File: src/rtl/vscale_htif_pcr_bridge.sv
// ---------------------------------------------------------------------------
// vscale_htif_pcr_bridge
//
// Purpose:
//   Bridges the 16-bit beat-serial HTIF host channel onto the 64-bit
//   request/response PCR (CSR) port of the vscale core.
//
//   Host protocol:
//   - The first beat is a header.
//     - bit 15 is rw.
//     - bits 11:0 are the CSR address.
//     - bits 14:12 are ignored.
//   - A write header is followed by four data beats, least-significant first.
//   - Every transaction returns four response beats, least-significant first.
//
//   Only one transaction is in flight at a time. All outputs are registered.
//   No combinational path exists from any input to any output.
//
// Optional feature (macro VSCALE_HTIF_PCR_BRIDGE_WRITE_EN):
//   - Defined:
//     - Write transactions are forwarded to the CSR file with pcr_req_rw=1.
//     - The response beats carry the data the CSR file returned.
//   - Undefined (default):
//     - Write transactions still consume their four data beats.
//     - No PCR request is issued.
//     - The host receives 64'hFFFF_FFFF_FFFF_FFFF.
//     - pcr_req_rw is always 0.
//
// Ports:
//   clk, reset      clock; synchronous active-high reset
//   hin_*           host -> bridge beats (valid/ready/16-bit bits)
//   hout_*          bridge -> host response beats (valid/ready/16-bit bits)
//   pcr_req_*       request to CSR file (valid/ready/rw/addr/data)
//   pcr_resp_*      response from CSR file (valid/ready/data)
//   busy            high whenever a transaction is in progress
// ---------------------------------------------------------------------------
module vscale_htif_pcr_bridge #(
    parameter int HTIF_PCR_WIDTH = 64,
    parameter int CSR_ADDR_WIDTH = 12
) (
    input  logic                      clk,
    input  logic                      reset,
    input  logic                      hin_valid,
    output logic                      hin_ready,
    input  logic [15:0]               hin_bits,
    output logic                      hout_valid,
    input  logic                      hout_ready,
    output logic [15:0]               hout_bits,
    output logic                      pcr_req_valid,
    input  logic                      pcr_req_ready,
    output logic                      pcr_req_rw,
    output logic [CSR_ADDR_WIDTH-1:0] pcr_req_addr,
    output logic [HTIF_PCR_WIDTH-1:0] pcr_req_data,
    input  logic                      pcr_resp_valid,
    output logic                      pcr_resp_ready,
    input  logic [HTIF_PCR_WIDTH-1:0] pcr_resp_data,
    output logic                      busy
);

`ifdef VSCALE_HTIF_PCR_BRIDGE_WRITE_EN
    localparam logic WRITE_FWD = 1'b1;
`else
    localparam logic WRITE_FWD = 1'b0;
`endif

    typedef enum logic [2:0] {
        ST_HDR  = 3'd0,
        ST_DATA = 3'd1,
        ST_REQ  = 3'd2,
        ST_RESP = 3'd3,
        ST_OUT  = 3'd4
    } state_e;

    state_e                    state_q, state_d;
    logic [1:0]                cnt_q, cnt_d;
    logic                      rw_q, rw_d;
    logic [CSR_ADDR_WIDTH-1:0] addr_q, addr_d;
    logic [HTIF_PCR_WIDTH-1:0] data_q, data_d;
    logic [HTIF_PCR_WIDTH-1:0] resp_q, resp_d;
    logic [15:0]               hout_bits_q, hout_bits_d;
    logic                      hin_ready_q;
    logic                      hout_valid_q;
    logic                      req_valid_q;
    logic                      resp_ready_q;
    logic                      busy_q;
    logic                      unused_s;

    // Header bits 14:12 carry no meaning for this bridge.
    assign unused_s = ^hin_bits[14:12];

    // Next-state logic: transaction sequencing, request capture, response capture.
    always_comb begin
        state_d = state_q;
        cnt_d   = cnt_q;
        rw_d    = rw_q;
        addr_d  = addr_q;
        data_d  = data_q;
        resp_d  = resp_q;
        case (state_q)
            ST_HDR: begin
                if (hin_valid) begin
                    addr_d = hin_bits[CSR_ADDR_WIDTH-1:0];
                    cnt_d  = 2'd0;
                    if (hin_bits[15]) begin
                        // With forwarding disabled, rw stays 0 even for writes.
                        rw_d    = WRITE_FWD;
                        state_d = ST_DATA;
                    end else begin
                        // Reads always present zero write data.
                        rw_d    = 1'b0;
                        data_d  = {HTIF_PCR_WIDTH{1'b0}};
                        state_d = ST_REQ;
                    end
                end else begin
                    state_d = ST_HDR;
                end
            end
            ST_DATA: begin
                if (hin_valid) begin
                    data_d[{cnt_q, 4'b0000} +: 16] = hin_bits;
                    if (cnt_q == 2'd3) begin
                        cnt_d = 2'd0;
                        if (WRITE_FWD) begin
                            state_d = ST_REQ;
                        end else begin
                            // Unforwarded writes answer with an all-ones word.
                            resp_d  = {HTIF_PCR_WIDTH{1'b1}};
                            state_d = ST_OUT;
                        end
                    end else begin
                        cnt_d = cnt_q + 2'd1;
                    end
                end else begin
                    state_d = ST_DATA;
                end
            end
            ST_REQ: begin
                if (pcr_req_ready) begin
                    state_d = ST_RESP;
                end else begin
                    state_d = ST_REQ;
                end
            end
            ST_RESP: begin
                if (pcr_resp_valid) begin
                    resp_d  = pcr_resp_data;
                    cnt_d   = 2'd0;
                    state_d = ST_OUT;
                end else begin
                    state_d = ST_RESP;
                end
            end
            ST_OUT: begin
                if (hout_ready) begin
                    if (cnt_q == 2'd3) begin
                        cnt_d   = 2'd0;
                        state_d = ST_HDR;
                    end else begin
                        cnt_d = cnt_q + 2'd1;
                    end
                end else begin
                    state_d = ST_OUT;
                end
            end
            default: begin
                state_d = ST_HDR;
                cnt_d   = 2'd0;
            end
        endcase
        hout_bits_d = resp_d[{cnt_d, 4'b0000} +: 16];
    end

    // State, datapath and registered handshake outputs.
    always_ff @(posedge clk) begin
        if (reset) begin
            state_q      <= ST_HDR;
            cnt_q        <= 2'd0;
            rw_q         <= 1'b0;
            addr_q       <= {CSR_ADDR_WIDTH{1'b0}};
            data_q       <= {HTIF_PCR_WIDTH{1'b0}};
            resp_q       <= {HTIF_PCR_WIDTH{1'b0}};
            hout_bits_q  <= 16'h0000;
            hin_ready_q  <= 1'b1;
            hout_valid_q <= 1'b0;
            req_valid_q  <= 1'b0;
            resp_ready_q <= 1'b0;
            busy_q       <= 1'b0;
        end else begin
            state_q      <= state_d;
            cnt_q        <= cnt_d;
            rw_q         <= rw_d;
            addr_q       <= addr_d;
            data_q       <= data_d;
            resp_q       <= resp_d;
            hout_bits_q  <= hout_bits_d;
            hin_ready_q  <= (state_d == ST_HDR) || (state_d == ST_DATA);
            hout_valid_q <= (state_d == ST_OUT);
            req_valid_q  <= (state_d == ST_REQ);
            resp_ready_q <= (state_d == ST_RESP);
            busy_q       <= (state_d != ST_HDR);
        end
    end

    assign hin_ready      = hin_ready_q;
    assign hout_valid     = hout_valid_q;
    assign hout_bits      = hout_bits_q;
    assign pcr_req_valid  = req_valid_q;
    assign pcr_req_rw     = rw_q;
    assign pcr_req_addr   = addr_q;
    assign pcr_req_data   = data_q;
    assign pcr_resp_ready = resp_ready_q;
    assign busy           = busy_q;

endmodule

File: config.mk
export PLATFORM = sky130hd
export DESIGN_NAME = vscale_htif_pcr_bridge
export DESIGN_NICKNAME = d
export VERILOG_FILES = /design/src/rtl/vscale_htif_pcr_bridge.sv
export SDC_FILE = /design/constraint.sdc
export NUM_CORES = 1
export LEC_CHECK = 0
export ABC_AREA = 1
export CAP_MARGIN = 10
export CORE_MARGIN = 2
export CORE_UTILIZATION = 50
export DETAILED_ROUTE_END_ITERATION = 8
export PLACE_DENSITY = 0.91
export SKIP_CTS_REPAIR_TIMING = 1
export SLEW_MARGIN = 30
export SYNTH_ARGS = -nofsm -noshare
export SYNTH_HDL_FRONTEND = slang
export SYNTH_SLANG_ARGS = --single-unit
File: constraint.sdc
create_clock -name clk -period 4 [get_ports clk]
set_input_delay 1 -clock clk [delete_from_list [all_inputs] [get_ports clk]]
set_output_delay 1 -clock clk [all_outputs]
set_load 0.02 [all_outputs]
==> metrics.md <==
| Metric | Value |
|---|---|
| GPL Wtd Cong | around 0.9 |
| RSZ-0062 raised after global routing | no |
| Post-Layout Inst Area | between 0.01 and 0.015 sq mm |
| Setup_tns | 0 ps |
| Post-synth ARST share | 0 |
| Cell Count, Final, Fillers Out | around 1400 |
| Core area | around 0.015 sq mm |
| Routed Antenna Nets | 0 |
| Clock Latency Late Sink | around 430 ps |
| FF/Latch Area | roughly 0.0033 sq mm |
| CTS clk-pin slew, worst paths | approximately 60 ps |
| Number of flops mapped to enable cells by yosys | 0 |
| WHS Endpoint | pcr_req_addr[0]$_SDFFE_PP0P_ |
| I/O pin total | approximately 180 |
| Die width | 128 microns |
| Count of cell types in the netlist | 33 |
| Outcome | completed |
| Power density cells | just under 400 mW/mm^2 |
| Worst flop-to-flop path endpoint | hout_bits[15]$_SDFF_PP0_ |
| Slew Limit Fails | 0 |
| I/O Buffers | 182 |
| Worst-margin pin slew | about 900 ps |
| Final hold violations | 0 |
| Hold path cells | 2 |
| Remaining Overflow, GRT | 0 |
| Syn. warnings | 0 |
| R2r startpoint | cnt_q[0]$_SDFF_PP0_ |
| Peak VDD IR | between 0.3 and 0.4 mV |
| Dpl cells | ~1400 |
| CTS buffer count | 17 |
| Final setup vio count | 0 |
| Number of synthesized register bits | 166 |
| R2R cell count | 11 |
| Max-Cap Viols | 0 |
| CTS tree | built |
| Top FF cell, synth | dfxtp_1 |
| Critical path class | register to register |
| Layout fillers | roughly 1200 |
| Setup crit end kind | register |
| Pin count of the biggest net entering global routing | 68 |
| Placed instance area | around 0.0095 sq mm |
| Max Clock Skew | roughly 8.1 ps |
| Post-Syn Instances | roughly 1100 |
| Gr usage total | 0.270 |
| Net count after synthesis | 1204 |
| Max FO, Critical Path | 18 |
| Depth of the CTS H-tree | 4 |
| Initial Util | 0.506 |
| Fmax | roughly 0.34 GHz |
| Chip height | approximately 130 microns |
| Clock Tree Buf Depth | 2 |
| Hpwl dp | 15.3 mm |
| Layout cell share with drive strength beyond 1 | 0.0612 |
| Clock sink count | 166 |
| Sequential share of the synthesized area | 0.435 |
| Cell row count | 45 |
| Hold Path Class | register to register |
| Final Critical Period | between 2000 and 3000 ps |
| P&R area growth vs syn | 31.2% |
| Root Driver | clkbuf_16 |
| Post-route DRC violation count | 0 |
| # diodes | 0 |
| Slew HR | 0.389 |
| Initial DRT Pass Iterations | 5 |
| Crit path required time | ~4400 ps |
| Arr. time, crit path | 3260 ps |
| Via density | between 5 and 6 |
| Vias | ~8000 |
| R2R Setup Slk | between 1000 and 1500 ps |
| Synth Cell Area | around 0.0076 sq mm |
| Period utilisation layout | 0.728 |
| Global-route wire length before repair | between 30 and 40 mm |
| Initial DRC Count | 860 |
| WL/cell | around 15 microns |
| CP Launch Type | register |
| Area of the multi-input gates | 0.00343 sq mm |
| Final wirelength | around 22 mm |
| Antenna violations before repair | 0 |
| Nets | 1338 |
| Number of global-route vias before repair | ~7000 |
| P_leak | 0.00496 uW |
| Syn_area_per_cell | 6.87 sq um |
| Die Footprint | 0.0163 sq mm |
| Hold_sp | pcr_req_addr[0]$_SDFFE_PP0P_ |
-- synthesized netlist by cell type (2+ instances only) --
| cell | count | area share |
|---|---|---|
| nand2_1 | 199 | 0.098 |
| nand3_1 | 178 | 0.12 |
| dfxtp_1 | 166 | 0.44 |
| inv_1 | 147 | 0.072 |
| a21oi_1 | 108 | 0.071 |
| o21ai_0 | 102 | 0.067 |
| nor2_1 | 73 | 0.036 |
| clkbuf_1 | 41 | 0.020 |
| buf_2 | 34 | 0.022 |
| or2_2 | 16 | 0.013 |
| nand3b_1 | 13 | 0.013 |
| ha_1 | 6 | 0.0098 |
| nor3_1 | 4 | 0.0026 |
| inv_2 | 3 | 0.0015 |
| nand4_1 | 3 | 0.0025 |
| buf_4 | 2 | 0.0020 |
-- worst max-delay path by stage --
| stage | end | depth (start not counted) | start |
|---|---|---|---|
| floorplan | hout_bits[14]$_SDFF_PP0_ | 10 | pcr_resp_valid |
| global placement | hout_bits[14]$_SDFF_PP0_ | 10 | pcr_resp_valid |
| detailed placement | hout_bits[15]$_SDFF_PP0_ | 10 | pcr_resp_valid |
| CTS | hout_bits[15]$_SDFF_PP0_ | 11 | cnt_q[0]$_SDFF_PP0_ |
| global route | hout_bits[8]$_SDFF_PP0_ | 11 | cnt_q[0]$_SDFF_PP0_ |
| finish | hout_bits[15]$_SDFF_PP0_ | 11 | cnt_q[0]$_SDFF_PP0_ |
-- through the flow --
stage               utilization  hold WS [ps]  total power (uW)  setup slack (ps)
finish                    0.664           449              3960              1090
global route              0.664           475              4090               891
CTS                       0.664           452              3950              1200
detailed placement        0.627           438              2430               791
global placement          0.626           432              2420               914
floorplan                     -           519              2140              1810
-- where the power goes --
| part | total (uW) | switching [uW] | internal [uW] |
|---|---|---|---|
| Combinational | 643 | 375 | 267 |
| Clock | 1550 | 687 | 863 |
| Sequential | 1770 | 39.5 | 1730 |
| Total | 3960 | 1100 | 2860 |
-- cells by family (layout without fill, tap and decap cells) --
group           after synthesis  after routing  share of synthesized area
buf+inv                     228            375                      0.119
compound gates              218            218                      0.146
flops                       166            166                      0.435
other cells                   1              1                   0.000491
simple gates                493            493                      0.290
fa+ha+maj                     6              6                    0.00983
-- final cells by class --
cell class | instances | area share
flip-flops and latches | 166 | 0.332
well taps | 188 | 0.0235
clock buffers | 19 | 0.0432
multi-input cells | 718 | 0.343
clock inverters | 13 | 0.0126
repair buffers | 193 | 0.190
inverters | 150 | 0.0562
-- per-layer routing --
layer  part of all wire  GRT usage  vias up  wire length, microns
li1                   -          -     3837                     -
met1               0.42      0.365     3653                  9290
met2               0.46      0.428      423                 10300
met3              0.081     0.0448       69                  1810
met4              0.039      0.121        0                   877
met5                  0          0        -                     0
-- registers in the layout, indices dropped and copies added (netlist names) --
register,flops
pcr_req_data,64
resp_q,64
hout_bits,16
pcr_req_addr,12
state_q,3
cnt_q,2
busy,1
hin_ready,1
hout_valid,1
pcr_req_valid,1
pcr_resp_ready,1
-- layout by cell type, fill, tap and decap left out, types with 2 or more instances in the layout --
cell type / netlist / final
a21oi_1: 108 / 108
buf_2: 34 / 2
buf_4: 2 / 10
clkbuf_1: 41 / 2
clkbuf_16: 0 / 17
clkdlybuf4s50_1: 0 / 180
clkinv_4: 0 / 4
clkinvlp_4: 0 / 4
dfxtp_1: 166 / 166
ha_1: 6 / 6
inv_1: 147 / 146
inv_2: 3 / 4
inv_6: 0 / 3
nand2_1: 199 / 197
nand2_2: 1 / 3
nand3_1: 178 / 178
nand3b_1: 13 / 13
nand4_1: 3 / 3
nor2_1: 73 / 69
nor2_2: 1 / 3
nor2_4: 0 / 2
nor3_1: 4 / 4
o21ai_0: 102 / 102
or2_2: 16 / 16
-- critical path, stage by stage, from the launching register on --
cell and delay (ps):
dfxtp_1 590, inv_1 250, ha_1 440, inv_1 100, nand2_1 40, o21ai_0 80, nor2_1 60, nor2_1 160
nand3b_2 390, inv_2 410, nand3_1 120, a21oi_1 170
No activity file was read; power rests on OpenSTA's default activity.
